$ cat config.mk
export PLATFORM = sky130hd
export DESIGN_NAME = cpu_controller_flat
export DESIGN_NICKNAME = d
export VERILOG_FILES = /design/src/rtl/cpu_pkg.sv /design/src/rtl/cpu_controller_if.sv /design/src/rtl/cpu_ctrl_decode.sv /design/src/rtl/cpu_controller.sv /design/src/flat_wrapper.sv
export SDC_FILE = /design/constraint.sdc
export NUM_CORES = 1
export LEC_CHECK = 0
export ABC_AREA = 0
export BUFFER_PORTS_ARGS = -buffer_cell sky130_fd_sc_hd__buf_4
export CORE_AREA = 2 2 39 41
export DETAILED_ROUTE_END_ITERATION = 8
export DIE_AREA = 0 0 41 43
export SETUP_SLACK_MARGIN = 0.5
export SLEW_MARGIN = 20
export SYNTH_ARGS = -nofsm -noshare
export SYNTH_HDL_FRONTEND = slang
export SYNTH_SLANG_ARGS = --single-unit
$ cat constraint.sdc
create_clock -name clock -period 1.6 [get_ports clock]
set_clock_uncertainty 0.15 [all_clocks]
set_input_delay 0.24 -clock clock [delete_from_list [all_inputs] [get_ports clock]]
set_output_delay 0.24 -clock clock [all_outputs]
set_load 0.02 [all_outputs]
$ cat src/rtl/cpu_pkg.sv
// Shared definitions for the 8-bit RISC CPU: opcodes, controller phases,
// control-strobe bundle and the ALU-opcode decode.
package cpu_pkg;

    localparam int unsigned OPCODE_W = 3;
    localparam int unsigned PHASE_W  = 3;

    localparam logic [OPCODE_W-1:0] OP_HLT = 3'd0;
    localparam logic [OPCODE_W-1:0] OP_SKZ = 3'd1;
    localparam logic [OPCODE_W-1:0] OP_ADD = 3'd2;
    localparam logic [OPCODE_W-1:0] OP_AND = 3'd3;
    localparam logic [OPCODE_W-1:0] OP_XOR = 3'd4;
    localparam logic [OPCODE_W-1:0] OP_LDA = 3'd5;
    localparam logic [OPCODE_W-1:0] OP_STO = 3'd6;
    localparam logic [OPCODE_W-1:0] OP_JMP = 3'd7;

    typedef enum logic [PHASE_W-1:0] {
        PH_INST_ADDR  = 3'd0,
        PH_INST_FETCH = 3'd1,
        PH_INST_LOAD  = 3'd2,
        PH_IDLE       = 3'd3,
        PH_OP_ADDR    = 3'd4,
        PH_OP_FETCH   = 3'd5,
        PH_ALU_OP     = 3'd6,
        PH_STORE      = 3'd7
    } phase_e;

    typedef struct packed {
        logic sel;
        logic rd;
        logic ld_ir;
        logic inc_pc;
        logic ld_pc;
        logic ld_ac;
        logic wr;
        logic data_e;
        logic halt;
    } strobes_t;

    // Opcodes that read a memory operand into the ALU.
    function automatic logic is_aluop(input logic [OPCODE_W-1:0] op);
        return (op == OP_ADD) || (op == OP_AND) || (op == OP_XOR) || (op == OP_LDA);
    endfunction

endpackage

$ cat src/rtl/cpu_controller_if.sv
// Controller <-> datapath/memory signal bundle; the controller is the master.
interface cpu_controller_if;
    import cpu_pkg::*;

    logic [OPCODE_W-1:0] opcode;
    logic                zero;
    logic                mem_ready;
    logic                resume;

    logic                sel;
    logic                rd;
    logic                ld_ir;
    logic                inc_pc;
    logic                ld_pc;
    logic                ld_ac;
    logic                wr;
    logic                data_e;
    logic                halt;
    logic                halted;
    logic [PHASE_W-1:0]  phase;

    modport master (
        input  opcode, zero, mem_ready, resume,
        output sel, rd, ld_ir, inc_pc, ld_pc, ld_ac, wr, data_e, halt, halted, phase
    );

    modport slave (
        output opcode, zero, mem_ready, resume,
        input  sel, rd, ld_ir, inc_pc, ld_pc, ld_ac, wr, data_e, halt, halted, phase
    );

endinterface

$ cat src/rtl/cpu_ctrl_decode.sv
// Pure combinational decode of (phase, opcode, zero, halted) into control strobes.
module cpu_ctrl_decode
    import cpu_pkg::*;
(
    input  phase_e              phase,
    input  logic [OPCODE_W-1:0] opcode,
    input  logic                zero,
    input  logic                halted,
    output strobes_t            strobes
);

    logic aluop;
    logic is_skz;
    logic is_sto;
    logic is_jmp;

    assign aluop  = is_aluop(opcode);
    assign is_skz = (opcode == OP_SKZ);
    assign is_sto = (opcode == OP_STO);
    assign is_jmp = (opcode == OP_JMP);

    // While halted every strobe stays low, including the PC address select.
    always_comb begin
        strobes = '0;
        if (!halted) begin
            case (phase)
                PH_INST_ADDR: begin
                    strobes.sel = 1'b1;
                end
                PH_INST_FETCH: begin
                    strobes.sel = 1'b1;
                    strobes.rd  = 1'b1;
                end
                PH_INST_LOAD, PH_IDLE: begin
                    strobes.sel   = 1'b1;
                    strobes.rd    = 1'b1;
                    strobes.ld_ir = 1'b1;
                end
                PH_OP_ADDR: begin
                    strobes.inc_pc = 1'b1;
                    strobes.halt   = (opcode == OP_HLT);
                end
                PH_OP_FETCH: begin
                    strobes.rd = aluop;
                end
                PH_ALU_OP: begin
                    strobes.rd     = aluop;
                    strobes.inc_pc = is_skz & zero;
                    strobes.ld_pc  = is_jmp;
                    strobes.data_e = is_sto;
                end
                PH_STORE: begin
                    strobes.rd     = aluop;
                    strobes.ld_ac  = aluop;
                    strobes.ld_pc  = is_jmp;
                    strobes.wr     = is_sto;
                    strobes.data_e = is_sto;
                end
                default: begin
                    strobes = '0;
                end
            endcase
        end
    end

endmodule

$ cat src/rtl/cpu_controller.sv
// Instruction sequencer: 8-phase machine cycle with memory-ready stalls and a
// HALT state entered on HLT and left by a resume pulse.
module cpu_controller
    import cpu_pkg::*;
(
    input  logic              clock,
    input  logic              reset,
    cpu_controller_if.master  bus
);

    phase_e   phase_q;
    phase_e   phase_d;
    logic     halted_q;
    logic     halted_d;
    logic     aluop;
    strobes_t strobes;

    assign aluop = is_aluop(bus.opcode);

    always_ff @(posedge clock or posedge reset) begin
        if (reset) begin
            phase_q  <= PH_INST_ADDR;
            halted_q <= 1'b0;
        end else begin
            phase_q  <= phase_d;
            halted_q <= halted_d;
        end
    end

    // Phase stays at OP_ADDR while halted; resuming continues at OP_FETCH.
    always_comb begin
        phase_d  = phase_q;
        halted_d = halted_q;
        if (halted_q) begin
            if (bus.resume) begin
                halted_d = 1'b0;
                phase_d  = PH_OP_FETCH;
            end
        end else begin
            case (phase_q)
                PH_INST_FETCH: begin
                    if (bus.mem_ready) phase_d = PH_INST_LOAD;
                end
                PH_OP_ADDR: begin
                    if (bus.opcode == OP_HLT) halted_d = 1'b1;
                    else                      phase_d  = PH_OP_FETCH;
                end
                PH_OP_FETCH: begin
                    if (!aluop || bus.mem_ready) phase_d = PH_ALU_OP;
                end
                default: begin
                    phase_d = phase_e'(PHASE_W'(phase_q + PHASE_W'(1)));
                end
            endcase
        end
    end

    cpu_ctrl_decode u_decode (
        .phase   (phase_q),
        .opcode  (bus.opcode),
        .zero    (bus.zero),
        .halted  (halted_q),
        .strobes (strobes)
    );

    assign bus.sel    = strobes.sel;
    assign bus.rd     = strobes.rd;
    assign bus.ld_ir  = strobes.ld_ir;
    assign bus.inc_pc = strobes.inc_pc;
    assign bus.ld_pc  = strobes.ld_pc;
    assign bus.ld_ac  = strobes.ld_ac;
    assign bus.wr     = strobes.wr;
    assign bus.data_e = strobes.data_e;
    assign bus.halt   = strobes.halt;
    assign bus.halted = halted_q;
    assign bus.phase  = phase_q;

endmodule

$ cat src/flat_wrapper.sv
// flat-port wrapper written by rule: the top's interface ports become plain ports
module cpu_controller_flat import cpu_pkg::*;
  (clock, reset, bus_opcode, bus_zero, bus_mem_ready, bus_resume, bus_sel, bus_rd, bus_ld_ir, bus_inc_pc, bus_ld_pc, bus_ld_ac, bus_wr, bus_data_e, bus_halt, bus_halted, bus_phase);
  cpu_controller_if bus_i ();
  input  logic clock;
  input  logic reset;
  input wire logic [$bits(bus_i.opcode)-1:0] bus_opcode;
  input wire logic [$bits(bus_i.zero)-1:0] bus_zero;
  input wire logic [$bits(bus_i.mem_ready)-1:0] bus_mem_ready;
  input wire logic [$bits(bus_i.resume)-1:0] bus_resume;
  output wire logic [$bits(bus_i.sel)-1:0] bus_sel;
  output wire logic [$bits(bus_i.rd)-1:0] bus_rd;
  output wire logic [$bits(bus_i.ld_ir)-1:0] bus_ld_ir;
  output wire logic [$bits(bus_i.inc_pc)-1:0] bus_inc_pc;
  output wire logic [$bits(bus_i.ld_pc)-1:0] bus_ld_pc;
  output wire logic [$bits(bus_i.ld_ac)-1:0] bus_ld_ac;
  output wire logic [$bits(bus_i.wr)-1:0] bus_wr;
  output wire logic [$bits(bus_i.data_e)-1:0] bus_data_e;
  output wire logic [$bits(bus_i.halt)-1:0] bus_halt;
  output wire logic [$bits(bus_i.halted)-1:0] bus_halted;
  output wire logic [$bits(bus_i.phase)-1:0] bus_phase;
  assign bus_i.opcode = bus_opcode;
  assign bus_i.zero = bus_zero;
  assign bus_i.mem_ready = bus_mem_ready;
  assign bus_i.resume = bus_resume;
  assign bus_sel = bus_i.sel;
  assign bus_rd = bus_i.rd;
  assign bus_ld_ir = bus_i.ld_ir;
  assign bus_inc_pc = bus_i.inc_pc;
  assign bus_ld_pc = bus_i.ld_pc;
  assign bus_ld_ac = bus_i.ld_ac;
  assign bus_wr = bus_i.wr;
  assign bus_data_e = bus_i.data_e;
  assign bus_halt = bus_i.halt;
  assign bus_halted = bus_i.halted;
  assign bus_phase = bus_i.phase;
  cpu_controller u_core (.clock(clock), .reset(reset), .bus(bus_i));
endmodule
# After elaboration in Yosys (flattened, before gate mapping)
# Cells that the tools add are included.
[word_totals] reg_bits=4 input_bits=8 output_inout_bits=13 elab_cells=54
[classes] addsub=1 eq_ne=18 muxes=19 bitwise=1 n_reduce_logical=13
[ops] cell="$eq 3x3->1 const B" count=8
[ops] cell="$mux 3" count=5
[ops] cell="$eq 3x2->1 const B" count=4
[ops] cell="$mux 1" count=9
[ops] cell="$mux 9" count=1
[ops] cell="$pmux 3 s3" count=1
[ops] cell="$eq 3x1->1 const B" count=2
[ops] cell="$logic_not 3->1" count=2
[ops] cell="$ne 3x2->1 const B" count=2
[ops] cell="$reduce_or 3->1" count=2
[ops] cell="$logic_or 1x1->1" count=4
[ops] cell="$pmux 1 s2" count=2
[ops] cell="$reduce_and 4->1" count=1
[ops] cell="$reduce_or 2->1" count=2
[ops] cell="$reduce_or 4->1" count=1
[ops] cell="$add 3x1->3 const B" count=1
[ops] cell="$ne 3x1->1 const B" count=1
[ops] cell="$mux 2" count=1
[ops] cell="$ne 2x2->1 const B" count=1
[ops] cell="$and 1x1->1" count=1
[ops] cell="$logic_not 1->1" count=1

# Depth between registers and ports, before layout
# Gate-level depths: netlist of the first run.
[logic_depth] ltp_word=9 depth_mapped=6 mapped_depth_nobuf=6

# Modules after synthesis
# Synthesis of the first run repeated with hierarchy kept, for this count alone.
[unflattened] cells_unflattened=49 hier_area_um2=381.6
[by_module_without_submodules] module="cpu_controller" instances=1 cells_each=32 area_each_um2=272.8 seq_area_each_um2=100.1
[by_module_without_submodules] module="cpu_ctrl_decode" instances=1 cells_each=17 area_each_um2=108.9 seq_area_each_um2=0.0

# Worst setup path before layout of the first run
# Ideal clock, no wire load.
[synth_timing] path_type="reg2reg" start="register u_core.phase_q[1] (netlist: u_core.bus.phase[1])" end="register u_core.phase_q[0] (netlist: u_core.bus.phase[0])" setup_time_ps=125 t_arrival_ps=1751 required_time_ps=1325 setup_slack_ps=-426 stages_incl_launch_ff=6 path_buffers=0 synth_period_minus_slack_ps=2026 cell_sequence="dfrtp_1 inv_1 ha_1 and4_1 a211oi_2 mux2_4"
[synth_via] elab_chain_cells=3 elab_cells_between_ends=9 classes_between="eq/ne: 6; mux: 2; reduce/logical: 1"
[synth_lines] item="start, declared" line_no="cpu_controller.sv:11" text="phase_e phase_q;"
[synth_lines] item="start signal, assigned" line_no="cpu_controller.sv:25" text="phase_q <= phase_d;"
[synth_lines] item="$eq 3x3->1 / $eq 3x1->1 (equally long branches)" line_no="cpu_controller.sv:40" text="case (phase_q)"
[synth_lines] item="$ne 3x1->1 (no source line), or another cell as far along"
[synth_lines] item="$reduce_and 4->1 (no source line) / $mux 3 (equally long branches)"
# Several ways; a longest one is shown, not always the timed one.
# A chain may end at the register's enable or synchronous reset.

# Final worst setup path of the first run
[layout_timing] start="register u_core.phase_q[0] (netlist: u_core.bus.phase[0])" end="output port bus_inc_pc"
[layout_via] elab_chain_cells=3 elab_cells_between_ends=4 classes_between="eq/ne: 2; mux: 2"
[layout_lines] item="$eq 3x3->1" line_no="cpu_ctrl_decode.sv:26" text="case (phase)"
[layout_lines] item="$pmux 1 s2 (*)" line_no="cpu_ctrl_decode.sv:26"
[layout_lines] item="$mux 9 (*)" line_no="cpu_ctrl_decode.sv:25" text="if (!halted) begin"
[layout_lines] item="end, declared" line_no="flat_wrapper.sv:14" text="output wire logic [$bits(bus_i.inc_pc)-1:0] bus_inc_pc;"
# Every way passes the cells marked *; elsewhere a longest branch is shown, timed or not.

==> flow_summary.html, run 1 <==
<table>
<tr><th>Metric</th><th>Value</th></tr>
<tr><th colspan="2">Outcome</th></tr>
<tr><td>Outcome</td><td>finished with violations</td></tr>
<tr><td>Violated checks</td><td>setup timing</td></tr>
<tr><th colspan="2">Yosys</th></tr>
<tr><td>Dominant register cell in the synthesized netlist</td><td>dfrtp_1</td></tr>
<tr><td>Synthesis warning total</td><td>0</td></tr>
<tr><td>Average size of a mapped cell</td><td>9.25 sq um</td></tr>
<tr><td>Cell Area, Synth</td><td>425 sq um</td></tr>
<tr><td>Cell count after synthesis</td><td>46</td></tr>
<tr><td>Count of state elements after synthesis</td><td>4</td></tr>
<tr><td>Net count after synthesis</td><td>59</td></tr>
<tr><td>Post-synth EDFFs</td><td>0</td></tr>
<tr><td>Sequential area share after synthesis</td><td>23.5%</td></tr>
<tr><td>Distinct cells, synth</td><td>24</td></tr>
<tr><td>Async SR Flop Fraction</td><td>100%</td></tr>
<tr><th colspan="2">Placement</th></tr>
<tr><td>Instance area at placement</td><td>811 sq um</td></tr>
<tr><td>Half-perimeter wire length after detailed placement</td><td>1030 microns</td></tr>
<tr><td>Final estimated routing congestion in global placement</td><td>0.769</td></tr>
<tr><td>Port buffer count</td><td>20</td></tr>
<tr><td>Number of placed instances, taps included</td><td>98</td></tr>
<tr><th colspan="2">Global routing</th></tr>
<tr><td>Via count of the first global-routing pass</td><td>539</td></tr>
<tr><td>Remaining global-route overflow</td><td>0</td></tr>
<tr><td>Aggregate global-route resource usage</td><td>18.8%</td></tr>
<tr><td>Antenna violations before repair</td><td>0</td></tr>
<tr><td>Wire length of the first global-routing pass</td><td>2260 microns</td></tr>
<tr><td>Pin count of the biggest net entering global routing</td><td>8</td></tr>
<tr><th colspan="2">Power and ir drop</th></tr>
<tr><td>Worst-case vdd ir drop</td><td>1.31 mV</td></tr>
<tr><td>P_leak</td><td>0.498 nW</td></tr>
<tr><td>Total power divided by cell area</td><td>1820 nW/um^2</td></tr>
<tr><th colspan="2">Critical path</th></tr>
<tr><td>Worst-case register-to-register setup slack</td><td>-0.14 ns</td></tr>
<tr><td>Crit Path Class</td><td>reg -&gt; out</td></tr>
<tr><td>Top fanout value on the critical path</td><td>4</td></tr>
<tr><td>Length in cells of the worst reg-to-reg path</td><td>9</td></tr>
<tr><td>Terminus of the critical flop-to-flop path</td><td>u_core.bus.phase[1]$_DFFE_PP0P_</td></tr>
<tr><td>Type of element launching the critical path</td><td>register</td></tr>
<tr><td>Worst reg2reg startpoint</td><td>u_core.bus.phase[1]$_DFFE_PP0P_</td></tr>
<tr><td>Worst setup path start</td><td>u_core.bus.phase[0]$_DFFE_PP0P_</td></tr>
<tr><td>Crit. End Element</td><td>primary output</td></tr>
<tr><td>Capturing element of the worst setup path</td><td>bus_inc_pc</td></tr>
<tr><td>Data arrival time of the critical path</td><td>1.42 ns</td></tr>
<tr><td>Data required, critical path</td><td>1.21 ns</td></tr>
<tr><th colspan="2">Drt</th></tr>
<tr><td>First-pass iteration count of the detailed router</td><td>2</td></tr>
<tr><td>Number of routed nets with antenna violations</td><td>0</td></tr>
<tr><td>Vias after detailed routing</td><td>566</td></tr>
<tr><td>Iter 0 DRT Violations</td><td>1</td></tr>
<tr><td>Wire length after detailed routing</td><td>1550 microns</td></tr>
<tr><td>Routed wirelength normalized by instance count</td><td>13.5 microns</td></tr>
<tr><td>Number of remaining DRC errors</td><td>0</td></tr>
<tr><td>Ratio of routed vias to standard cells</td><td>4.92</td></tr>
<tr><th colspan="2">Floorplanning</th></tr>
<tr><td>Initial Util</td><td>30.7%</td></tr>
<tr><td>Floorplan die area</td><td>1760 sq um</td></tr>
<tr><td>Floorplan row count</td><td>14</td></tr>
<tr><td>Die Ht</td><td>43 microns</td></tr>
<tr><td>Area of the placeable core</td><td>1380 sq um</td></tr>
<tr><td>Num ports</td><td>21</td></tr>
<tr><td>Die width</td><td>41 microns</td></tr>
<tr><th colspan="2">STA</th></tr>
<tr><td>Slew Limit Headroom</td><td>76.8%</td></tr>
<tr><td>Final cycle utilization of the critical path</td><td>113%</td></tr>
<tr><td>Min cycle time layout</td><td>1.81 ns</td></tr>
<tr><td>Hold WS</td><td>0.215 ns</td></tr>
<tr><td>Final worst-path setup slack</td><td>-0.207 ns</td></tr>
<tr><td>Setup_tns</td><td>-1.55 ns</td></tr>
<tr><td>Setup violations, final</td><td>10</td></tr>
<tr><td>Number of slew-limit violations in the final report</td><td>0</td></tr>
<tr><td>Highest clock rate</td><td>553 MHz</td></tr>
<tr><td>Final number of hold-violating endpoints</td><td>0</td></tr>
<tr><td>Slew @ Worst Pin</td><td>0.349 ns</td></tr>
<tr><td>Setup repair after global routing missed its margin</td><td>yes</td></tr>
<tr><th colspan="2">Hold path</th></tr>
<tr><td>Hold depth</td><td>3</td></tr>
<tr><td>Class of the tightest hold or removal check</td><td>in -&gt; reg</td></tr>
<tr><td>Hold Crit Start</td><td>bus_resume</td></tr>
<tr><th colspan="2">Clocking</th></tr>
<tr><td>Cell at the root of the clock tree</td><td>clkbuf_4</td></tr>
<tr><td>Level count of the clock H-tree</td><td>1</td></tr>
<tr><td># clock sinks</td><td>4</td></tr>
<tr><td>Clk_lat worst skew</td><td>0.23 ns</td></tr>
<tr><td>Cts bufs inserted</td><td>3</td></tr>
<tr><td>CTS tree</td><td>built</td></tr>
<tr><td>Buffer levels on the longest clock path</td><td>2</td></tr>
<tr><td>Worst-path clk slew</td><td>0.04 ns</td></tr>
<tr><th colspan="2">Final layout</th></tr>
<tr><td>Fraction of the core area covered by cells at the end of the flow</td><td>78.1%</td></tr>
<tr><td>Layout cells sized above 1</td><td>82.8%</td></tr>
<tr><td>Commonest non-fill, non-tap cells in the layout</td><td>30 x buf_4, 20 x buf_6, 4 x ha_4, 4 x dfrtp_2, 3 x clkbuf_4</td></tr>
<tr><td>Layout net count</td><td>114</td></tr>
<tr><td>Design area</td><td>1080 sq um</td></tr>
<tr><td>Antenna diode instance count</td><td>0</td></tr>
<tr><td>Signed area change from the synthesized netlist to the final layout</td><td>154%</td></tr>
<tr><td>Post-layout instance count excluding filler cells</td><td>115</td></tr>
<tr><td>Commonest non-fill, non-tap cell in the layout</td><td>buf_4</td></tr>
<tr><th colspan="2">Job</th></tr>
<tr><td>Max-cap viol count</td><td>0</td></tr>
</table>
[sequential cells by signal, indices dropped and copies added, names as in the netlist]
| signal | cells |
|---|---|
| u_core.bus.phase | 3 |
| u_core.bus.halted | 1 |
[report_power, final]
part	internal (mW)	switching, mW
clock network	0.0837	0.0389
registers	0.150	0.0827
logic	0.938	0.675
total	1.17	0.796
[critical path, cell delays in order, from the launching register on]
cell	delay, ns
dfrtp_2	0.44
inv_2	0.11
buf_6	0.11
ha_4	0.12
a41oi_2	0.09
nor3b_2	0.17
buf_4	0.16
[worst min-delay path by stage]
stage,end,slack (ns)
6_report,u_core.bus.halted$_DFF_PP0_,0.22
5_1_grt,u_core.bus.halted$_DFF_PP0_,0.22
4_1_cts,u_core.bus.halted$_DFF_PP0_,0.21
3_5_place_dp,u_core.bus.phase[0]$_DFFE_PP0P_,-0.01
3_3_place_gp,u_core.bus.phase[1]$_DFFE_PP0P_,-0.01
2_1_floorplan,u_core.bus.halted$_DFF_PP0_,-0.14
[layer usage]
metal | global-route usage (%) | vias up | wire length [microns]
met1 | 22.0 | 271 | 605
met4 | 6.00 | 0 | 14
li1 | - | 277 | -
met3 | 1.57 | 2 | 68
met5 | 0 | - | 0
met2 | 33.4 | 16 | 861
[synthesized netlist by cell type (2+ instances only)]
master / count / area [sq um]
a21oi_1: 2 / 10.0
and4_1: 2 / 17.5
clkbuf_1: 2 / 7.51
dfrtp_1: 4 / 100
ha_1: 5 / 62.6
inv_1: 5 / 18.8
nand2_1: 2 / 7.51
nor2_1: 4 / 15.0
nor3_1: 2 / 10.0
nor3b_1: 3 / 22.5
o21ai_0: 2 / 10.0
[kinds of logic after synthesis]
family          share of synthesized area (%)
mux                                      5.88
simple gates                             18.5
flops                                    23.5
buf+inv                                  6.18
xor+xnor                                 3.82
compound gates                           27.4
fa+ha+maj                                14.7
[timing repair]
item | 4_1_cts | 5_1_grt
gates cloned | 0 | 0
pin swaps | 7 | 1
gates resized for setup | 28 | 6
hold buffers | 1 | 0
endpoints found under the hold margin | 4 | 0
buffers inserted | 9 | 4
endpoints found under the setup margin | 17 | 17
[area by class of cell]
type / instances / area, sq um
clock buffer: 3 / 22.5
fill: 93 / 303
inverter: 5 / 21.3
multi-input combinational: 35 / 437
sequential: 4 / 105
tap: 16 / 20.0
timing repair buffer: 52 / 475
[per-stage QoR]
stage	total power, mW	setup slack (ns)
after CTS	1.80	-0.217
after floorplan	0.884	-0.153
after global placement	1.33	-0.0872
after detailed placement	1.33	-0.0808
final	1.97	-0.207
after global routing	2.11	-0.290
(Power assumes the default switching activity.)
==> run 2: changes to the inputs <==
Clock period 1.6 ns to 2.2 ns, I/O delays scaled along.
==> run 2 against run 1 <==
  * Non-clock buffer count down 15
  * Flip-flop and latch count unchanged
  * The flow now finishes without violations
  * Via count down 8.3%
  * Clock-buffer cell count up 1
  * Highest routed layer unchanged
  * Final area down 16%
  * Cell count down 12%
==> flow_summary.html, run 2 (synthesis results as in run 1) <==
<table>
<tr><th>Metric</th><th>Value</th></tr>
<tr><th colspan="2">Critical path</th></tr>
<tr><td>Length in cells of the worst reg-to-reg path</td><td>6 (-3)</td></tr>
<tr><td>Master of the slowest instance on the critical path</td><td>dfrtp_2</td></tr>
<tr><td>Buf+Inv Stages, Crit Path</td><td>2 (-1)</td></tr>
<tr><td>Crit Path Class</td><td>reg -&gt; reg</td></tr>
<tr><td>Worst path max stage delay</td><td>0.46 ns (+0.02 ns)</td></tr>
<tr><td>Worst path top cell family by delay</td><td>compound AO/OA/AOI/OAI gates</td></tr>
<tr><td>Data arrival time of the critical path</td><td>1.83 ns (+0.41 ns)</td></tr>
<tr><td>List of cells traversed by the critical path</td><td>inv_4 -&gt; ha_4 -&gt; inv_4 -&gt; a2111oi_4 -&gt; a211oi_4 -&gt; mux2_4</td></tr>
<tr><td>Terminus of the critical flop-to-flop path</td><td>u_core.bus.phase[0]$_DFFE_PP0P_</td></tr>
<tr><td>Worst-case register-to-register setup slack</td><td>0.33 ns (+0.47 ns)</td></tr>
<tr><td>Crit path top cell by count</td><td>inv_4</td></tr>
<tr><td>Data required, critical path</td><td>2.16 ns (+0.95 ns)</td></tr>
<tr><td>Crit. End Element</td><td>register</td></tr>
<tr><td>Worst reg2reg startpoint</td><td>u_core.bus.phase[1]$_DFFE_PP0P_</td></tr>
<tr><td>Top fanout value on the critical path</td><td>6 (+2)</td></tr>
<tr><td>Type of element launching the critical path</td><td>register</td></tr>
<tr><th colspan="2">Final layout</th></tr>
<tr><td>Commonest non-fill, non-tap cell in the layout</td><td>buf_4</td></tr>
<tr><td>Layout net count</td><td>99 (-13%)</td></tr>
<tr><td>Flip-flop count of the largest register after layout</td><td>3 (unchanged)</td></tr>
<tr><td>Signed area change from the synthesized netlist to the final layout</td><td>115%</td></tr>
<tr><td>Antenna diode instance count</td><td>0 (unchanged)</td></tr>
<tr><td>Layout cells sized above 1</td><td>75.3% (-7.5 points)</td></tr>
<tr><td>Fraction of the core area covered by cells at the end of the flow</td><td>66.0% (-12 points)</td></tr>
<tr><td>Design area</td><td>913 sq um (-16%)</td></tr>
<tr><td>Commonest non-fill, non-tap cells in the layout</td><td>31 x buf_4, 5 x ha_4, 5 x buf_6</td></tr>
<tr><th colspan="2">Job</th></tr>
<tr><td>Max-cap viol count</td><td>0 (unchanged)</td></tr>
<tr><th colspan="2">Floorplanning</th></tr>
<tr><td>Area of the placeable core</td><td>1380 sq um (unchanged)</td></tr>
<tr><td>Floorplan row count</td><td>14 (unchanged)</td></tr>
<tr><td>Die Ht</td><td>43 microns (unchanged)</td></tr>
<tr><td>Initial Util</td><td>30.7% (unchanged)</td></tr>
<tr><td>Die width</td><td>41 microns (unchanged)</td></tr>
<tr><td>Num ports</td><td>21 (unchanged)</td></tr>
<tr><td>Floorplan die area</td><td>1760 sq um (unchanged)</td></tr>
<tr><th colspan="2">Hold path</th></tr>
<tr><td>Worst min-delay path endpoint</td><td>u_core.bus.halted$_DFF_PP0_</td></tr>
<tr><td>Class of the tightest hold or removal check</td><td>in -&gt; reg</td></tr>
<tr><td>Hold Crit Start</td><td>bus_resume</td></tr>
<tr><td>Hold depth</td><td>3 (unchanged)</td></tr>
<tr><th colspan="2">Placement</th></tr>
<tr><td>Half-perimeter wire length after detailed placement</td><td>922 microns (-10%)</td></tr>
<tr><td>Instance area at placement</td><td>667 sq um (-18%)</td></tr>
<tr><td>Port buffer count</td><td>20 (unchanged)</td></tr>
<tr><td>Final estimated routing congestion in global placement</td><td>0.833 (+8.4%)</td></tr>
<tr><th colspan="2">Drt</th></tr>
<tr><td>Number of routed nets with antenna violations</td><td>0 (unchanged)</td></tr>
<tr><td>Vias after detailed routing</td><td>519 (-8.3%)</td></tr>
<tr><td>Number of remaining DRC errors</td><td>0 (unchanged)</td></tr>
<tr><td>Routed wirelength normalized by instance count</td><td>13.8 microns (+2.5%)</td></tr>
<tr><td>First-pass iteration count of the detailed router</td><td>3 (+1)</td></tr>
<tr><td>Wire length after detailed routing</td><td>1400 microns (-9.9%)</td></tr>
<tr><td>Iter 0 DRT Violations</td><td>4 (+3)</td></tr>
<tr><td>Ratio of routed vias to standard cells</td><td>5.14 (+4.4%)</td></tr>
<tr><th colspan="2">STA</th></tr>
<tr><td>Setup_tns</td><td>0 ns (+1.55 ns)</td></tr>
<tr><td>Min cycle time layout</td><td>1.87 ns</td></tr>
<tr><td>Number of slew-limit violations in the final report</td><td>0 (unchanged)</td></tr>
<tr><td>Setup repair after global routing missed its margin</td><td>yes</td></tr>
<tr><td>Slew @ Worst Pin</td><td>0.355 ns (+0.00605 ns)</td></tr>
<tr><td>Highest clock rate</td><td>536 MHz</td></tr>
<tr><td>Setup violations, final</td><td>0 (-10)</td></tr>
<tr><td>Hold WS</td><td>0.316 ns (+0.101 ns)</td></tr>
<tr><td>Slew Limit Headroom</td><td>76.2% (-0.52 points)</td></tr>
<tr><td>Final number of hold-violating endpoints</td><td>0 (unchanged)</td></tr>
<tr><td>Final cycle utilization of the critical path</td><td>84.8%</td></tr>
<tr><th colspan="2">Power and ir drop</th></tr>
<tr><td>Worst-case vdd ir drop</td><td>0.646 mV (-51%)</td></tr>
<tr><td>Total power divided by cell area</td><td>1330 nW/um^2 (-27%)</td></tr>
<tr><td>P_leak</td><td>0.405 nW (-19%)</td></tr>
<tr><th colspan="2">Global routing</th></tr>
<tr><td>Antenna violations before repair</td><td>0 (unchanged)</td></tr>
<tr><td>Remaining global-route overflow</td><td>0 (unchanged)</td></tr>
<tr><td>Aggregate global-route resource usage</td><td>19.4% (+0.55 points)</td></tr>
<tr><td>Pin count of the biggest net entering global routing</td><td>13 (+5)</td></tr>
<tr><td>Via count of the first global-routing pass</td><td>501 (-7.1%)</td></tr>
<tr><td>Wire length of the first global-routing pass</td><td>2270 microns (+0.62%)</td></tr>
<tr><th colspan="2">Clocking</th></tr>
<tr><td># clock sinks</td><td>4 (unchanged)</td></tr>
<tr><td>Clk_lat worst skew</td><td>0.24 ns (about the same)</td></tr>
<tr><td>Cts bufs inserted</td><td>3 (unchanged)</td></tr>
<tr><td>CTS tree</td><td>built</td></tr>
<tr><td>Worst-path clk slew</td><td>0.04 ns (about the same)</td></tr>
<tr><td>Cell at the root of the clock tree</td><td>clkbuf_4</td></tr>
<tr><td>Buffer levels on the longest clock path</td><td>2 (unchanged)</td></tr>
<tr><td>Level count of the clock H-tree</td><td>1 (unchanged)</td></tr>
<tr><th colspan="2">Outcome</th></tr>
<tr><td>Outcome</td><td>complete, no violations</td></tr>
</table>
[run 2: what timing repair did]
| action | CTS | global route |
|---|---|---|
| pin swaps | 7 | 9 |
| gates resized for setup | 20 | 5 |
| hold buffers | 1 | 0 |
| endpoints found under the setup margin | 11 | 11 |
| buffers inserted | 10 | 4 |
| endpoints found under the hold margin | 4 | 0 |
[run 2: layout make-up]
class | count | area, sq um
Clock buffer | 4 | 26.3
Fill cell | 122 | 470
Inverter | 5 | 26.3
Multi-Input combinational cell | 35 | 437
Sequential cell | 4 | 105
Tap cell | 16 | 20.0
Timing Repair Buffer | 37 | 299
[run 2: per-stage QoR]
| step | power, mW | worst slack, ns | cells |
|---|---|---|---|
| 3_5_place_dp | 0.777 | 0.375 | 82 |
| 6_report | 1.21 | 0.334 | 101 |
| 5_1_grt | 1.31 | 0.286 | 101 |
| 3_3_place_gp | 0.770 | 0.403 | 82 |
| 2_1_floorplan | 0.589 | 0.391 | 46 |
| 4_1_cts | 1.12 | 0.338 | 97 |
[run 2: layer usage]
layer | vias to the layer above | wire [microns] | global-route usage [%]
met1 | 250 | 567 | 24.8
met3 | 2 | 80 | 6.28
met2 | 17 | 739 | 28.7
met5 | - | 0 | 0
met4 | 0 | 8 | 8.00
li1 | 250 | - | -
[run 2: report_power, final]
group	internal, mW	leakage (nW)	switching, mW	total (mW)
Clock	0.0682	0.0150	0.0333	0.102
Sequential	0.109	0.0429	0.0670	0.176
Combinational	0.497	0.347	0.437	0.934
Total	0.674	0.405	0.537	1.21
[run 2: worst max path at each step]
stage,from,end,slack [ns],cells past startpoint
3_5_place_dp,u_core.bus.phase[1]$_DFFE_PP0P_,u_core.bus.phase[0]$_DFFE_PP0P_,0.38,6
5_1_grt,u_core.bus.phase[1]$_DFFE_PP0P_,u_core.bus.phase[0]$_DFFE_PP0P_,0.29,6
2_1_floorplan,u_core.bus.phase[1]$_DFFE_PP0P_,u_core.bus.phase[0]$_DFFE_PP0P_,0.39,5
3_3_place_gp,u_core.bus.phase[0]$_DFFE_PP0P_,u_core.bus.phase[0]$_DFFE_PP0P_,0.40,5
4_1_cts,u_core.bus.phase[0]$_DFFE_PP0P_,bus_inc_pc,0.34,5
6_report,u_core.bus.phase[1]$_DFFE_PP0P_,u_core.bus.phase[0]$_DFFE_PP0P_,0.33,6
[run 2: worst reg2reg max path, cell delays in order (launching register included)]
cell,delay [ns]
dfrtp_2,0.46
inv_4,0.11
ha_4,0.18
inv_4,0.05
a2111oi_4,0.39
a211oi_4,0.08
mux2_4,0.31
